==> src/rtl/urand_pair_fp.sv <==
// urand_pair_fp: converts 64-bit uniform words to (0,1) doubles and pairs them into (a, b).
// Build option: define URAND_ZERO_REJECT_EN to drop all-zero words at the input stage.
module urand_pair_fp (
  input  logic        clk,
  input  logic        rst,
  input  logic        pushin,
  input  logic [63:0] rnd,
  output logic        pushout,
  output logic [63:0] a,
  output logic [63:0] b,
  output logic [31:0] pairs
);
  localparam int BIAS = 1023;
  localparam logic [10:0] EXP_TOP  = 11'(BIAS - 1);
  localparam logic [10:0] EXP_ZERO = 11'(BIAS - 65);

  typedef enum logic {HALF0 = 1'b0, HALF1 = 1'b1} phase_t;

  // ---------------- S1: input register ----------------
  logic        word_ok;
  logic        s1_valid;
  logic [63:0] s1_word;

`ifdef URAND_ZERO_REJECT_EN
  assign word_ok = pushin && (rnd != '0);
`else
  assign word_ok = pushin;
`endif

  always_ff @(posedge clk) begin
    if (!rst) begin
      s1_valid <= 1'b0;
      s1_word  <= '0;
    end else begin
      s1_valid <= word_ok;
      s1_word  <= rnd;
    end
  end

  // ---------------- S2: leading-zero count and normalise ----------------
  logic [63:0] norm;
  logic [5:0]  lz;
  logic [10:0] unused_lsbs;

  always_comb begin
    lz   = '0;
    norm = s1_word;
    if (norm[63:32] == '0) begin lz[5] = 1'b1; norm = norm << 32; end
    if (norm[63:48] == '0) begin lz[4] = 1'b1; norm = norm << 16; end
    if (norm[63:56] == '0) begin lz[3] = 1'b1; norm = norm << 8;  end
    if (norm[63:60] == '0) begin lz[2] = 1'b1; norm = norm << 4;  end
    if (norm[63:62] == '0) begin lz[1] = 1'b1; norm = norm << 2;  end
    if (norm[63]    == 1'b0) begin lz[0] = 1'b1; norm = norm << 1; end
  end

  // Bits below the 52-bit fraction are truncated, never rounded.
  assign unused_lsbs = norm[10:0];

  logic        s2_valid;
  logic        s2_zero;
  logic [5:0]  s2_lz;
  logic [51:0] s2_mant;

  always_ff @(posedge clk) begin
    if (!rst) begin
      s2_valid <= 1'b0;
      s2_zero  <= 1'b0;
      s2_lz    <= '0;
      s2_mant  <= '0;
    end else begin
      s2_valid <= s1_valid;
      s2_zero  <= ~norm[63];
      s2_lz    <= lz;
      s2_mant  <= norm[62:11];
    end
  end

  // ---------------- S3: pack fields ----------------
  logic [10:0] exp_field;
  logic        s3_valid;
  logic [63:0] s3_value;

  assign exp_field = s2_zero ? EXP_ZERO : (EXP_TOP - {5'd0, s2_lz});

  always_ff @(posedge clk) begin
    if (!rst) begin
      s3_valid <= 1'b0;
      s3_value <= '0;
    end else begin
      s3_valid <= s2_valid;
      s3_value <= {1'b0, exp_field, s2_mant};
    end
  end

  // ---------------- Pairing ----------------
  phase_t      phase;
  logic [63:0] hold;
  logic [31:0] pair_cnt;

  always_ff @(posedge clk) begin
    if (!rst) begin
      phase    <= HALF0;
      hold     <= '0;
      a        <= '0;
      b        <= '0;
      pushout  <= 1'b0;
      pair_cnt <= '0;
    end else begin
      pushout <= 1'b0;
      if (s3_valid) begin
        if (phase == HALF0) begin
          hold  <= s3_value;
          phase <= HALF1;
        end else begin
          a        <= hold;
          b        <= s3_value;
          pushout  <= 1'b1;
          pair_cnt <= pair_cnt + 32'd1;
          phase    <= HALF0;
        end
      end
    end
  end

  assign pairs = pair_cnt;
endmodule

==> config.mk <==
export PLATFORM = sky130hd
export DESIGN_NAME = urand_pair_fp
export DESIGN_NICKNAME = d
export VERILOG_FILES = /design/src/rtl/urand_pair_fp.sv
export SDC_FILE = /design/constraint.sdc
export NUM_CORES = 1
export LEC_CHECK = 0
export CAP_MARGIN = 10
export CORE_ASPECT_RATIO = 0.8
export CORE_MARGIN = 2
export CORE_UTILIZATION = 45
export CTS_BUF_LIST = sky130_fd_sc_hd__clkbuf_8
export CTS_CLUSTER_DIAMETER = 120
export DETAILED_ROUTE_END_ITERATION = 16
export DONT_BUFFER_PORTS = 1
export HOLD_SLACK_MARGIN = 0.12
export SYNTH_ARGS = -nofsm -noshare
export SYNTH_HDL_FRONTEND = slang
export SYNTH_SLANG_ARGS = --single-unit
==> constraint.sdc <==
create_clock -name clk -period 5.3 [get_ports clk]
set_clock_uncertainty 0.2 [all_clocks]
set_input_delay 0.795 -clock clk [delete_from_list [all_inputs] [get_ports clk]]
set_output_delay 0.795 -clock clk [all_outputs]
set_load 0.05 [all_outputs]
Word level (Yosys, flattened, before mapping)
Index checks and enable logic that the tools add are counted.
Cells by class
  add/subtract/negate cells: 2
  $mul: 0
  divide/modulo/power cells: 0
  order comparisons: 0
  equality and inequality tests: 0
  shift operators: 0
  multiplexer cells: 15
  bitwise operators: 3
  reduce and logical (&&, ||, !) cells: 9
Operator list (count)
  64-bit 2-to-1 mux: 6
  32-bit by 1-bit adder with 32-bit output (second input constant): 1
  32-bit zero test: 1
  16-bit zero test: 1
  11-bit 2-to-1 mux: 1
  10-bit by 6-bit subtractor with 11-bit output (first input constant): 1
  8-bit zero test: 1
  1-bit 2-to-1 mux: 8
  2-bit AND reduction: 3
  4-bit zero test: 1
  1-bit NOT: 3
  2-bit zero test: 1
  2-bit OR reduction: 1
Storage, ports and cells
  bits in registers: 416
  latch bits: 0
  memory bits (writable): 0
  bits in read-only memories: 0
  input port bits: 67
  output and inout port bits: 161
  logic and storage cells: 45
  memories kept: 0

Logic depth before layout (Yosys ltp)
Gate-level depths: netlist of the first run.
  word-level depth: 12
  mapped depth: 16
  depth with buffers taken out: 11

Worst setup path before layout of the first run
No wires, ideal clock.
  path kind: register to register
  from: register s1_word[26]
  to: register s2_mant[38]
  library setup time: 0.122 ns
  arrival time: 3.416 ns
  required time: 4.978 ns
  path slack: 1.562 ns
  stages on the path, launching flop included: 15
  buffers on the path: 4
  period minus slack after synthesis: 3.738 ns
  path through: dfxtp_1 > or4_1 > clkbuf_2 > or4_4 > a21oi_2 > a221oi_2 > o41a_1 > buf_6 > o2111a_1 > buf_6 > buf_6 > o221ai_2 > nand3_1 > and3_1 > a221o_1
On the way
  word-level cells in the longest chain between the ends: 10
Ends and longest elaborated chain
  start, declared: RTL line 22  | logic [63:0] s1_word;
  start signal, assigned: RTL line 36  | s1_word <= rnd;
  64-bit 2-to-1 mux *: RTL line 48  | if (norm[63:32] == '0) begin lz[5] = 1'b1; norm = norm << 32; end
  16-bit zero test: RTL line 49  | if (norm[63:48] == '0) begin lz[4] = 1'b1; norm = norm << 16; end
  64-bit 2-to-1 mux *: RTL line 49
  8-bit zero test: RTL line 50  | if (norm[63:56] == '0) begin lz[3] = 1'b1; norm = norm << 8; end
  64-bit 2-to-1 mux *: RTL line 50
  4-bit zero test: RTL line 51  | if (norm[63:60] == '0) begin lz[2] = 1'b1; norm = norm << 4; end
  64-bit 2-to-1 mux *: RTL line 51
  2-bit zero test: RTL line 52  | if (norm[63:62] == '0) begin lz[1] = 1'b1; norm = norm << 2; end
  64-bit 2-to-1 mux *: RTL line 52
  64-bit 2-to-1 mux *: RTL line 53  | if (norm[63] == 1'b0) begin lz[0] = 1'b1; norm = norm << 1; end
  end signal, assigned: RTL line 74  | s2_mant <= norm[62:11];
  end, declared: RTL line 62  | logic [51:0] s2_mant;
Mark *: on every way between the ends. The rest lies on a longest branch, timed or not.
A chain may end at the register's enable or synchronous reset.

Worst setup path after layout of the first run
  from: register s1_word[40]
  to: register s2_mant[29]
On the way
  word-level cells in the longest chain between the ends: 11
Ends and longest elaborated chain (RTL line)
  32-bit zero test: 48
  64-bit 2-to-1 mux *: 48
  16-bit zero test: 49
  64-bit 2-to-1 mux *: 49
  8-bit zero test: 50
  64-bit 2-to-1 mux *: 50
  4-bit zero test: 51
  64-bit 2-to-1 mux *: 51
  2-bit zero test: 52
  64-bit 2-to-1 mux *: 52
  64-bit 2-to-1 mux *: 53
Marked as above.

==> results_dict.tcl, run 1 <==
set metrics [dict create \
    vias 13634 \
    max_slew.worst_pin.slew_ns 1.06 \
    cp-end-kind "flip-flop" \
    grt_pass1_wl_um 76000 \
    firstDrtPassIters 9 \
    yosys_register_bits 400 \
    fin_nets 2045 \
    ys_async_sr_fraction_pct 0 \
    finalPower_mw 6.56 \
    grt_max_degree 100 \
    start_kind "flip-flop" \
    num_io_pins 228 \
    antenna_found_initial 1 \
    dp_hpwl_um 33600 \
    fillers 3443 \
    leakagePower_nw 7.06 \
    grt_overflow 0 \
    dieArea_mm2 0.0378 \
    cts_tree "yes" \
    utilization_pct 52.7 \
    fin_setup_tns_ns 0 \
    routedWlPerCell_um 19.6 \
    numCtsBuffers 60 \
    synth_top_area_cell "dfxtp_1" \
    slew_headroom_pct 29.1 \
    first_iter_violations 1222 \
    period_needed_ns 4.67 \
    core_area_mm2 0.0358 \
    cts_root_buffer "clkbuf_8" \
    status "finished clean" \
    synth_area_mm2 0.0163 \
    io_buffers 0 \
    groute.usage.overall_pct 25.6 \
    critical_path_arrival_ns 5.02 \
    ys_types 70 \
    min_period_over_period_pct 88.1 \
    power_density_mw_per_mm2 347 \
    antenna_left 0 \
    ys_warn_count 0 \
    cts.path.max_buffers 3 \
    maxCapViolCount 0 \
    hold_viol 0 \
    start_util_pct 45.6 \
    ir_drop_mv 0.265 \
    die_w_um 217 \
    postCtsSetupBuffers 0 \
    syn-instance-count 1914 \
    rsz0062_at_grt "false" \
    clk_latency_ns 0.63 \
    ys.flop_type "dfxtp_1" \
    die_h_um 174 \
    dp_slack_ns 0.762 \
    seqCellArea_mm2 0.00801 \
    gp_congestion 1.01 \
    slew_violations 0 \
    fmax_mhz 214 \
    syn2layout_area_growth_pct 15.7 \
    via_per_inst 5.44 \
    drc_errors 0 \
    cp_data_required_time_ns 5.65 \
    synth_top_cell_area_share_pct 49.0 \
    synthTopCellsByCount "nand2_1 (452), dfxtp_1 (400), a21oi_1 (238), and2_1 (126), clkbuf_1 (108)" \
    wl_um 49000 \
    worstPathMaxFanout 27 \
    yosysSeqAreaShare_pct 49.0 \
    grt_pass1_vias 13337 \
    synth-edff-count 0 \
    finalSetupViolations 0 \
    place_inst 2311 \
    yosysMostFrequentCell "nand2_1" \
    clk_pin_slew_ns 0.06 \
    drive_gt1_share_pct 8.95 \
    critical_path_class "flip-flop to flip-flop" \
    rows 62 \
    synthTopCellsByArea "dfxtp_1 (49%), nand2_1 (10%), a21oi_1 (7.3%)" \
    syn_area_per_cell_um2 8.53 \
    multi_input_area_mm2 0.00763 \
    setup_slack_ns 0.629 \
    stdcell_count 2504 \
    hold_class "flip-flop to flip-flop" \
    cts_resized 0 \
    cts_num_sinks 400 \
    htreeDepth 2 \
]
==> kinds of logic (layout without fill, tap and decap cells) <==
kind of cell | Yosys count | after routing | synth area share, %
flip-flops | 400 | 400 | 49.0
multiplexers | 111 | 111 | 6.95
AND/OR/NAND/NOR | 766 | 766 | 21.3
XOR/XNOR | 26 | 26 | 1.39
buffers and inverters | 157 | 263 | 4.48
adder cells (fa/ha/maj) | 2 | 2 | 0.153
AO/OA/AOI/OAI | 451 | 451 | 16.6
other | 1 | 5 | 0.0230
==> where the power goes <==
group / internal, mW / leakage [nW] / switching, mW
logic: 0.297 / 3.06 / 0.421
clock network: 1.44 / 0.735 / 1.18
registers: 3.14 / 3.26 / 0.0921
==> repair_timing <==
item | 4_1_cts | 5_1_grt
setup endpoints to repair | 0 | 0
hold buffers | 83 | 0
hold endpoints to repair | 119 | 0
==> worst max-delay path, stage by stage (launching register included) <==
cell	delay, ns
dfxtp_1	0.43
nor4_2	0.66
nand4_1	0.42
buf_4	0.33
or3_1	0.36
a31oi_1	0.18
o41a_1	0.35
o2111a_2	0.42
buf_4	0.43
mux2i_1	0.31
mux2i_1	0.13
mux2_2	0.28
nor2_1	0.08
==> placed cells by master (no fill, tap or decap), types with 7 or more instances in the layout <==
cell type / Yosys / final
and2_1: 126 / 125
o211ai_1: 10 / 10
nand3_1: 19 / 19
and3_1: 22 / 22
o21ai_0: 66 / 66
and4_1: 8 / 8
a31oi_1: 9 / 9
o221ai_1: 13 / 13
xor2_1: 21 / 21
o22ai_1: 38 / 38
mux2_2: 9 / 9
nand2_1: 452 / 451
nor2_1: 82 / 82
nand4_1: 10 / 10
o21ai_1: 7 / 7
nor3_1: 8 / 8
a21oi_1: 238 / 238
a221o_1: 14 / 14
dlygate4sd3_1: 0 / 82
o21a_1: 9 / 9
inv_1: 11 / 33
mux2i_1: 101 / 101
buf_4: 13 / 56
clkbuf_8: 0 / 73
dfxtp_1: 400 / 400
nor4_1: 10 / 10
==> stage by stage <==
stage	cell area [um2]	hold slack [ns]
floorplan	16300	0.200
global placement	16800	0.216
detailed placement	16800	0.219
CTS	18900	0.229
global route	18900	0.236
finish	18900	0.225
==> area by class of cell <==
| class | count | area share, % |
|---|---|---|
| Antenna cell | 1 | 0.0132 |
| Inverter | 12 | 0.265 |
| Timing Repair Buffer | 142 | 7.03 |
| Sequential cell | 400 | 42.4 |
| Tap cell | 480 | 3.18 |
| Multi-Input combinational cell | 1360 | 40.4 |
| Clock buffer | 73 | 5.32 |
| Clock inverter | 36 | 1.44 |
==> flip-flops by register name, indices dropped and copies added (netlist names), 6 cells and up <==
name      cells
s2_lz         6
a            60
s2_mant      52
hold         60
pairs        32
s3_value     60
b            60
s1_word      64
==> layer usage <==
layer	up-vias	track usage [%]	wire, um
li1	6665	-	-
met1	6467	35.1	22800
met2	414	39.7	21500
met3	86	5.63	3290
met4	2	8.19	1330
met5	-	1.03	50
==> worst paths after layout <==
kind | startpoint | endpoint | slack [ns] | cells past startpoint
max | s1_word[40] | s2_mant[29] | 0.63 | 12
min | s2_zero | s3_value[58] | 0.23 | 1
max reg2reg | s1_word[40] | s2_mant[29] | 0.63 | 12
min reg2reg | s2_zero | s3_value[58] | 0.23 | 1
No activity file was read; power rests on OpenSTA's default activity.
==> run 2: changes to the inputs <==
PLACE_DENSITY = 0.63   (was default)
clock period = 5.2 ns   (was 5.3 ns; I/O delays follow)
==> run 2 against run 1 <==
Compared with the run above:
- final cell count fell by 0.72%
- core utilization down 0.39 points
- sequential power rose by 2%
- count of clock-buffer cells in the layout rose by 8
- non-clock buffer count is 18 lower
- largest cell class unchanged
- largest power group unchanged
- highest routed layer is now met4
==> results_dict.tcl, run 2 (synthesis results as in run 1) <==
set metrics [dict create \
    cts_tree "yes" \
    hold_ws_ns 0.213 \
    core_area_mm2 0.0358 \
    clk_latency_ns 0.63 \
    power_density_mw_per_mm2 359 \
    cts_root_buffer "clkbuf_8" \
    cts_num_sinks 400 \
    postCtsSetupBuffers 0 \
    vias 13649 \
    period_needed_ns 4.58 \
    maxCapViolCount 0 \
    cp-startpoint "s1_word[26]" \
    clk_pin_slew_ns 0.07 \
    dieArea_mm2 0.0378 \
    wl_um 48600 \
    regMostFlops "s1_word" \
    routedWlPerCell_um 19.5 \
    worstPathMaxFanout 10 \
    place_inst 2308 \
    stdcell_count 2486 \
    min_path_cells 1 \
    grt_max_degree 135 \
    syn2layout_area_growth_pct 14.9 \
    min_period_over_period_pct 88.2 \
    crit_path_end "s2_mant[38]" \
    r2r_end "s2_mant[38]" \
    hold_class "flip-flop to flip-flop" \
    ir_drop_mv 0.206 \
    leakagePower_nw 6.96 \
    dp_hpwl_um 33000 \
    largest_reg_flops 64 \
    fin_nets 2027 \
    antenna_left 0 \
    cp_data_required_time_ns 5.50 \
    n_antenna_cell 0 \
    critical_path_arrival_ns 4.89 \
    gp_congestion 0.948 \
    grt_pass1_vias 13120 \
    die_w_um 217 \
    fmax_mhz 218 \
    rows 62 \
    groute.usage.overall_pct 25.2 \
    slew_headroom_pct 27.8 \
    cts_resized 0 \
    layout_common_cells "nand2_1 (451), dfxtp_1 (400), a21oi_1 (238)" \
    rsz0062_at_grt "false" \
    cp-end-kind "flip-flop" \
    slew_violations 0 \
    status "finished clean" \
    grt_overflow 0 \
    fin_area_mm2 0.0188 \
    fin_setup_tns_ns 0 \
    placed_area_mm2 0.0167 \
    first_iter_violations 1196 \
    drc_errors 0 \
    finalPower_mw 6.73 \
    hold_viol 0 \
    drive_gt1_share_pct 9.17 \
    start_kind "flip-flop" \
    numCtsBuffers 60 \
    antenna_found_initial 1 \
    hold_start "s2_mant[1]" \
    r2r_cells 10 \
    cts.path.max_buffers 3 \
    layout_commonest_cell "nand2_1" \
    via_per_inst 5.49 \
    start_util_pct 45.6 \
    max_slew.worst_pin.slew_ns 1.08 \
    num_io_pins 228 \
    finalSetupViolations 0 \
    io_buffers 0 \
    grt_pass1_wl_um 76000 \
    firstDrtPassIters 7 \
    critical_path_class "flip-flop to flip-flop" \
    r2r_start "s1_word[26]" \
    r2r_setup_slack_ns 0.62 \
    die_h_um 174 \
    htreeDepth 2 \
]
## run 2: changes by cell type in the layout (fill, tap and decap cells not counted), sizes merged
cell         previous run  this run
clkinv                  6         4
diode                   1         0
dlygate4sd3            82        67
buf                    60        57
clkinvlp                2         3
inv                    36        32
clkbuf                 73        81
bufinv                  4         2
## run 2: layer usage
layer	wire length, um	vias to the layer above	track usage, %
met2	21400	446	38.8
met5	0	-	0
met1	22300	6484	34.5
li1	-	6626	-
met4	1180	0	7.96
met3	3710	93	6.63
## run 2: area by class of cell
cell class	instances	area, um2
Inverter	12	50.0
Sequential cell	400	8010
Fill cell	3392	17100
Clock inverter	29	195
Timing Repair Buffer	124	1160
Clock buffer	81	1110
Multi-Input combinational cell	1360	7630
Tap cell	480	601
## run 2: per-stage QoR
stage	worst slack [ns]	util (%)
after global placement	0.859	46.7
after detailed placement	0.732	46.7
after CTS	0.702	52.3
after floorplan	1.46	-
final	0.615	52.3
after global routing	0.454	52.3
## run 2: worst max-delay path, cell delays in order (launching register included)
cell and delay (ns):
dfxtp_1 0.36, or4_1 0.70, or4_4 0.62, a21oi_2 0.24, o21a_1 0.43, o41a_1 0.36, and2_1 0.39, a21o_1 0.44
o211ai_1 0.20, and3_1 0.24, a221o_1 0.25
## run 2: how the worst min path moves through the flow
stage	endpoint	slack, ns
after global placement	s3_value[19]	0.22
after floorplan	s3_value[58]	0.20
after CTS	s3_value[25]	0.23
after global routing	s3_value[1]	0.24
after detailed placement	s3_value[19]	0.22
final	s3_value[1]	0.21
## run 2: where the power goes
group / total (mW) / switching (mW) / internal, mW
registers: 3.29 / 0.0932 / 3.20
logic: 0.727 / 0.433 / 0.294
clock network: 2.71 / 1.22 / 1.49
## run 2: what timing repair did
item                                    4_1_cts  5_1_grt
hold endpoints to repair                    131        0
hold buffers                                 68        0
endpoints found under the setup margin        0        0
